### config.mk
export PLATFORM = sky130hd
export DESIGN_NAME = instruction_fetch_stage
export DESIGN_NICKNAME = d
export VERILOG_FILES = /design/src/rtl/instruction_fetch_stage.sv
export SDC_FILE = /design/constraint.sdc
export NUM_CORES = 1
export LEC_CHECK = 0
export ABC_AREA = 1
export CORE_MARGIN = 1
export CORE_UTILIZATION = 53
export DETAILED_ROUTE_END_ITERATION = 10
export GPL_TIMING_DRIVEN = 0
export PLACE_DENSITY_LB_ADDON = 0.15
export SETUP_SLACK_MARGIN = 0.15
export SLEW_MARGIN = 20
export SYNTH_ARGS = -nofsm -noshare
export SYNTH_HDL_FRONTEND = slang
export SYNTH_SLANG_ARGS = --single-unit
### constraint.sdc
create_clock -name clk -period 2.1 [get_ports clk]
set_input_delay 0.63 -clock clk [delete_from_list [all_inputs] [get_ports clk]]
set_output_delay 0.63 -clock clk [all_outputs]
set_load 0.1 [all_outputs]
### src/rtl/instruction_fetch_stage.sv
`default_nettype none
// ============================================================================
//  Module      : instruction_fetch_stage
//  Description : IF stage of a five-stage MIPS pipeline. Owns the PC, selects
//                next PC (jump > branch > stall > PC+4), latches the fetched
//                word into the IF/ID register, squashes on redirect.
//                Optional macro FETCH_RANGE_CHECK_EN enables a sticky
//                out-of-range fetch fault that freezes the front end.
//  Revision    : 1.0 - initial release
// ============================================================================
module instruction_fetch_stage #(
  parameter logic [31:0] RESET_PC   = 32'h0000_0000,
  parameter int          IMEM_BYTES = 56,
  parameter logic [31:0] NOP_INSTR  = 32'h0000_0000
) (
  input  logic        clk,
  input  logic        reset,
  output logic [31:0] imem_pc,
  input  logic [31:0] imem_instr,
  input  logic        stall,
  input  logic        jump_en,
  input  logic [25:0] jump_index,
  input  logic        branch_en,
  input  logic [31:0] branch_base,
  input  logic [15:0] branch_offset,
  output logic [31:0] if_id_instr,
  output logic [31:0] if_id_pc_plus4,
  output logic        if_id_valid,
  output logic        fetch_fault
);

  // Highest byte address at which a full word can still be fetched.
  localparam logic [31:0] c_last_fetch_pc = 32'(IMEM_BYTES - 4);

`ifdef FETCH_RANGE_CHECK_EN
  localparam logic c_range_check_on = 1'b1;
`else
  localparam logic c_range_check_on = 1'b0;
`endif

  logic [31:0] r_pc;
  logic [31:0] r_instr;
  logic [31:0] r_pc_plus4;
  logic        r_valid;
  logic        r_fault;

  logic [31:0] w_pc_plus4;
  logic [31:0] w_jump_tgt;
  logic [31:0] w_branch_tgt;
  logic [31:0] w_redirect_tgt;
  logic        w_redirect;
  logic        w_out_of_range;

  // Target arithmetic; all sums wrap modulo 2^32 and stay word aligned.
  always_comb begin
    w_pc_plus4     = r_pc + 32'd4;
    w_jump_tgt     = {r_pc_plus4[31:28], jump_index, 2'b00};
    w_branch_tgt   = branch_base + {{14{branch_offset[15]}}, branch_offset, 2'b00};
    w_redirect     = jump_en | branch_en;
    w_redirect_tgt = jump_en ? w_jump_tgt : w_branch_tgt;
    w_out_of_range = c_range_check_on & (r_pc > c_last_fetch_pc);
  end

  // PC and IF/ID register update; a latched fault freezes everything else.
  always_ff @(posedge clk or negedge reset) begin
    if (!reset) begin
      r_pc       <= RESET_PC;
      r_instr    <= NOP_INSTR;
      r_pc_plus4 <= 32'd0;
      r_valid    <= 1'b0;
      r_fault    <= 1'b0;
    end else if (r_fault) begin
      r_instr    <= NOP_INSTR;
      r_pc_plus4 <= 32'd0;
      r_valid    <= 1'b0;
    end else if (w_redirect) begin
      // Squash the wrong-path word; redirect beats a concurrent stall.
      r_pc       <= w_redirect_tgt;
      r_instr    <= NOP_INSTR;
      r_pc_plus4 <= 32'd0;
      r_valid    <= 1'b0;
    end else if (stall) begin
      r_pc       <= r_pc;
    end else if (w_out_of_range) begin
      r_fault    <= 1'b1;
      r_instr    <= NOP_INSTR;
      r_pc_plus4 <= 32'd0;
      r_valid    <= 1'b0;
    end else begin
      r_pc       <= w_pc_plus4;
      r_instr    <= imem_instr;
      r_pc_plus4 <= w_pc_plus4;
      r_valid    <= 1'b1;
    end
  end

  assign imem_pc        = r_pc;
  assign if_id_instr    = r_instr;
  assign if_id_pc_plus4 = r_pc_plus4;
  assign if_id_valid    = r_valid;
  assign fetch_fault    = r_fault;

endmodule
`default_nettype wire

==> parameters.txt <==
Parameter                              Value

Drt
  Routed wire length per instance    19.4 um
  Initial DRC count    between 900 and 1000
  DRC violation count after routing    0
  Via-per-instance ratio    ~5.9
  Post-detailed-route count of antenna-violating nets    0
  Final Routed Wirelength    30300 um
  DRT Pass-1 Iters    7
  Total via count in the routed design    about 9200

Power
  Pwr/cell area    approximately 620 mW/mm^2
  Fraction of power consumed by sequential logic    32.0%
  Switching share of power    between 40% and 50%
  Peak supply drop    0.384 mV
  Gate power share    45.2%
  Cell Int Power    3.72 mW
  Share of total power in the clock network    22.8%
  Net load switching power    3.12 mW
  Leak Pwr    5.38 nW

CTS
  TritonCTS clock tree    yes
  Worst-case clock buffer depth    2
  Level count of the clock H-tree    3
  Worst-path clk slew    70 ps
  Total number of clock tree sinks    97
  Hold_buf cts    0
  Root buffer cell    sky130_fd_sc_hd__clkbuf_16
  Later-pin clock latency in the skew report    350 ps
  CTS buffer count    9

STA
  Remaining max-slew budget at the tightest pin    a little over 60%
  Final critical-path required period    2150 ps
  Final worst slack    -50.4 ps
  Worst hold slack after final layout    roughly 170 ps
  Total of endpoints with negative setup slack in the final report    4
  Final sum of negative setup slack    -108 ps
  Crit share post-route    102%
  Worst Tran Pin Value    577 ps
  Upper clock frequency limit    between 0.4 and 0.5 GHz
  Setup repair after global routing missed its margin    yes
  Max Transition Viols Final    0
  Final setup skew    about 11 ps
  Final hold violations    0

GRT
  Pin count of the biggest net entering global routing    62
  GR Util All Layers    39.3%
  Number of antenna violations at the first check in global routing    0
  Aggregate global routing overflow    0
  First-pass GRT wire length    43300 um
  Via count of the first global-routing pass    8560

Flow run
  Max-capacitance violation count    0

Setup path
  Critical Path Max Stage Delay    270 ps
  Slack of the worst reg-to-reg path    roughly 240 ps
  Startpoint kind of the worst setup timing path    input port
  Worst-path fanout max    15
  Most frequent cell on the critical path    sky130_fd_sc_hd__nand2_1
  Number of buffers and inverters on the critical path    2
  FF-to-FF End    imem_pc[22]
  Required arrival time at the worst endpoint    approximately 2400 ps
  Endpoint arrival time on the critical path    around 2400 ps
  Kind of capture point of the worst setup path    flip-flop
  Cell family with the largest share of critical-path delay    simple AND/OR/NAND/NOR gates
  Cells along the critical path    buf_8 > ha_4 > nand2_1 > nand2_1 > nand2_1 > nand2_1 > inv_1 > nand2_2 > a21oi_2 > nand2_1 > nand2_1 > nand3_2 > a21oi_2
  Master of the slowest instance on the critical path    sky130_fd_sc_hd__ha_4
  Launch point of the worst path    branch_offset[15]
  Levels on crit path    13
  Reg-to-reg critical path startpoint    imem_pc[2]
  Crit path to    imem_pc[28]
  Worst Reg2Reg Path Length in Cells    7
  Critical path type    input port to flip-flop

Floorplan
  Core area    0.0133 mm^2
  Number of rows created at floorplan    between 40 and 50
  I/O pin count    approximately 210
  Starting density of the core    a little over half
  Die Wd    119 um
  Die Height    119 um
  Area of the die    0.0141 mm^2

Finish
  Area of all placed cells without fillers    between 0.01 and 0.015 mm^2
  Share of final-layout standard cells stronger than drive strength 1    between 30% and 40%
  Diode count    0
  Area grow syn2layout    51.1%
  # nets final    between 1500 and 2000
  Final Instance Count excl. Fillers    1558
  Filler instances    837

Yosys
  Total number of yosys warnings    0
  Average cell area after synthesis    6.44 um^2
  Count of distinct cell types in the synthesized netlist    43
  Sequential fraction of the synthesis area    33.5%
  Biggest area contributors in the synthesized netlist    sky130_fd_sc_hd__dfrtp_1, sky130_fd_sc_hd__nand2_1, sky130_fd_sc_hd__nand3_1
  Post-synthesis sequential element count    97
  Share of synthesized registers carrying an async set or reset    100%
  Number of synthesized flops with an enable pin    0
  Portion of synthesized cell area occupied by the leading cell type    33.5%
  Main flop type after synthesis    sky130_fd_sc_hd__dfrtp_1
  Synth Instances    1125
  Cell taking the most area after synthesis    sky130_fd_sc_hd__dfrtp_1
  Net count of the mapped netlist    between 1000 and 1500
  Cell area after synthesis    0.00725 mm^2

Placement
  Instance count after placement with tap cells included    1509
  Routability Congestion    0.998
  HPWL after detailed placement    roughly 20000 um
  Count of port buffers added during placement    just over 200
  DP Area    approximately 0.0096 mm^2

Status
  Run status    finished with violations
  Violated checks    negative setup slack

Min path
  Kind of path behind the tightest hold check    input port to async pin
==> routing by layer <==
layer | part of all wire, % | GRT usage [%] | up-vias | wire length (um)
li1 | - | - | 4078 | -
met1 | 36 | 46.8 | 4224 | 10900
met2 | 48 | 69.9 | 652 | 14500
met3 | 9.4 | 4.55 | 202 | 2840
met4 | 6.8 | 19.7 | 0 | 2060
met5 | 0 | 0 | - | 0
==> layout by cell type (no fill, tap or decap), types with 20 or more instances in the layout <==
| master | instances |
|---|---|
| sky130_fd_sc_hd__dfrtp_1 | 71 |
| sky130_fd_sc_hd__nor2_1 | 77 |
| sky130_fd_sc_hd__ha_4 | 29 |
| sky130_fd_sc_hd__dfrtp_2 | 26 |
| sky130_fd_sc_hd__nand2_2 | 55 |
| sky130_fd_sc_hd__buf_2 | 32 |
| sky130_fd_sc_hd__dlygate4sd2_1 | 26 |
| sky130_fd_sc_hd__inv_2 | 20 |
| sky130_fd_sc_hd__clkdlybuf4s15_2 | 66 |
| sky130_fd_sc_hd__o21ai_0 | 31 |
| sky130_fd_sc_hd__nand3_1 | 87 |
| sky130_fd_sc_hd__nand2_1 | 347 |
| sky130_fd_sc_hd__a21oi_1 | 52 |
| sky130_fd_sc_hd__buf_4 | 39 |
| sky130_fd_sc_hd__nor2_2 | 20 |
| sky130_fd_sc_hd__clkdlybuf4s50_1 | 63 |
| sky130_fd_sc_hd__inv_1 | 125 |
==> cells in the mapped netlist (3+ instances only) <==
cell                       instances
sky130_fd_sc_hd__a21oi_1          68
sky130_fd_sc_hd__a21oi_2           3
sky130_fd_sc_hd__a31oi_1           6
sky130_fd_sc_hd__buf_1             4
sky130_fd_sc_hd__buf_2            13
sky130_fd_sc_hd__buf_4             3
sky130_fd_sc_hd__buf_6             3
sky130_fd_sc_hd__clkbuf_1          8
sky130_fd_sc_hd__dfrtp_1          97
sky130_fd_sc_hd__ha_1             30
sky130_fd_sc_hd__inv_1           134
sky130_fd_sc_hd__inv_2            13
sky130_fd_sc_hd__nand2_1         408
sky130_fd_sc_hd__nand2_2           5
sky130_fd_sc_hd__nand3_1         105
sky130_fd_sc_hd__nand3_2           4
sky130_fd_sc_hd__nand3b_1          6
sky130_fd_sc_hd__nand4_1          12
sky130_fd_sc_hd__nor2_1          101
sky130_fd_sc_hd__nor2_2            9
sky130_fd_sc_hd__nor2_4            6
sky130_fd_sc_hd__nor3_1           10
sky130_fd_sc_hd__nor3_2            3
sky130_fd_sc_hd__o21ai_0          35
sky130_fd_sc_hd__o21ai_1           4
sky130_fd_sc_hd__or2_2             5
sky130_fd_sc_hd__xor2_1            9
==> through the flow <==
| step | setup slack, ps | total power, mW | utilization, % |
|---|---|---|---|
| final | -50.4 | 6.84 | 82.3 |
| after CTS | 123 | 6.53 | 79.4 |
| after floorplan | 158 | 4.03 | - |
| after detailed placement | -1020 | 4.88 | 72.4 |
| after global placement | -3410 | 4.85 | 72.2 |
| after global routing | -37.1 | 7.08 | 82.3 |
==> power by group through the flow <==
stage | clock [mW] | sequential, mW | combinational [mW]
6_report | 1.56 | 2.19 | 3.09
5_1_grt | 1.64 | 2.21 | 3.22
4_1_cts | 1.56 | 2.18 | 2.79
3_5_place_dp | 0 | 2.22 | 2.67
3_3_place_gp | 0 | 2.21 | 2.64
2_1_floorplan | 0 | 3.15 | 0.880
==> kinds of logic after synthesis <==
family	count (synthesis)	share of synthesized area [%]
AOI/OAI and AO/OA	127	9.44
xor gates and xnor gates	9	1.09
adders and majority gates	31	5.46
buffers and inverters	180	10.0
DFF	97	33.5
other	1	0.0517
and+or+nand+nor	680	40.4
==> layout make-up <==
class	instances	area, um^2	share of cell area [%]
clock inverters	5	38.8	0.354
clock buffers	11	233	2.13
inverters	149	567	5.18
repair buffers	241	2240	20.4
well taps	176	220	2.01
flip-flops and latches	97	2460	22.5
plain buffers	31	189	1.73
multi-input cells	848	5000	45.7
==> registers in the layout (all words and copies together) (netlist names) <==
signal	count
if_id_pc_plus4	32
imem_pc	32
if_id_instr	32
if_id_valid	1
==> how the worst min path moves through the flow <==
stage / start / endpoint / slack (ps) / cells past startpoint
after floorplan: reset / if_id_instr[0] / 330 / 0
after global placement: if_id_instr[3] / if_id_instr[3] / 450 / 2
after detailed placement: if_id_instr[22] / if_id_instr[22] / 460 / 2
after CTS: reset / if_id_instr[2] / 180 / 1
after global routing: reset / if_id_instr[2] / 190 / 1
final: reset / if_id_instr[2] / 170 / 1
==> repair_timing <==
action	4_1_cts	5_1_grt
cloned	0	0
hold endpoints to repair	0	0
resized for setup	493	152
buffers inserted	18	15
pin swaps	49	61
setup endpoints to repair	193	100
No activity file was read; power rests on OpenSTA's default activity.
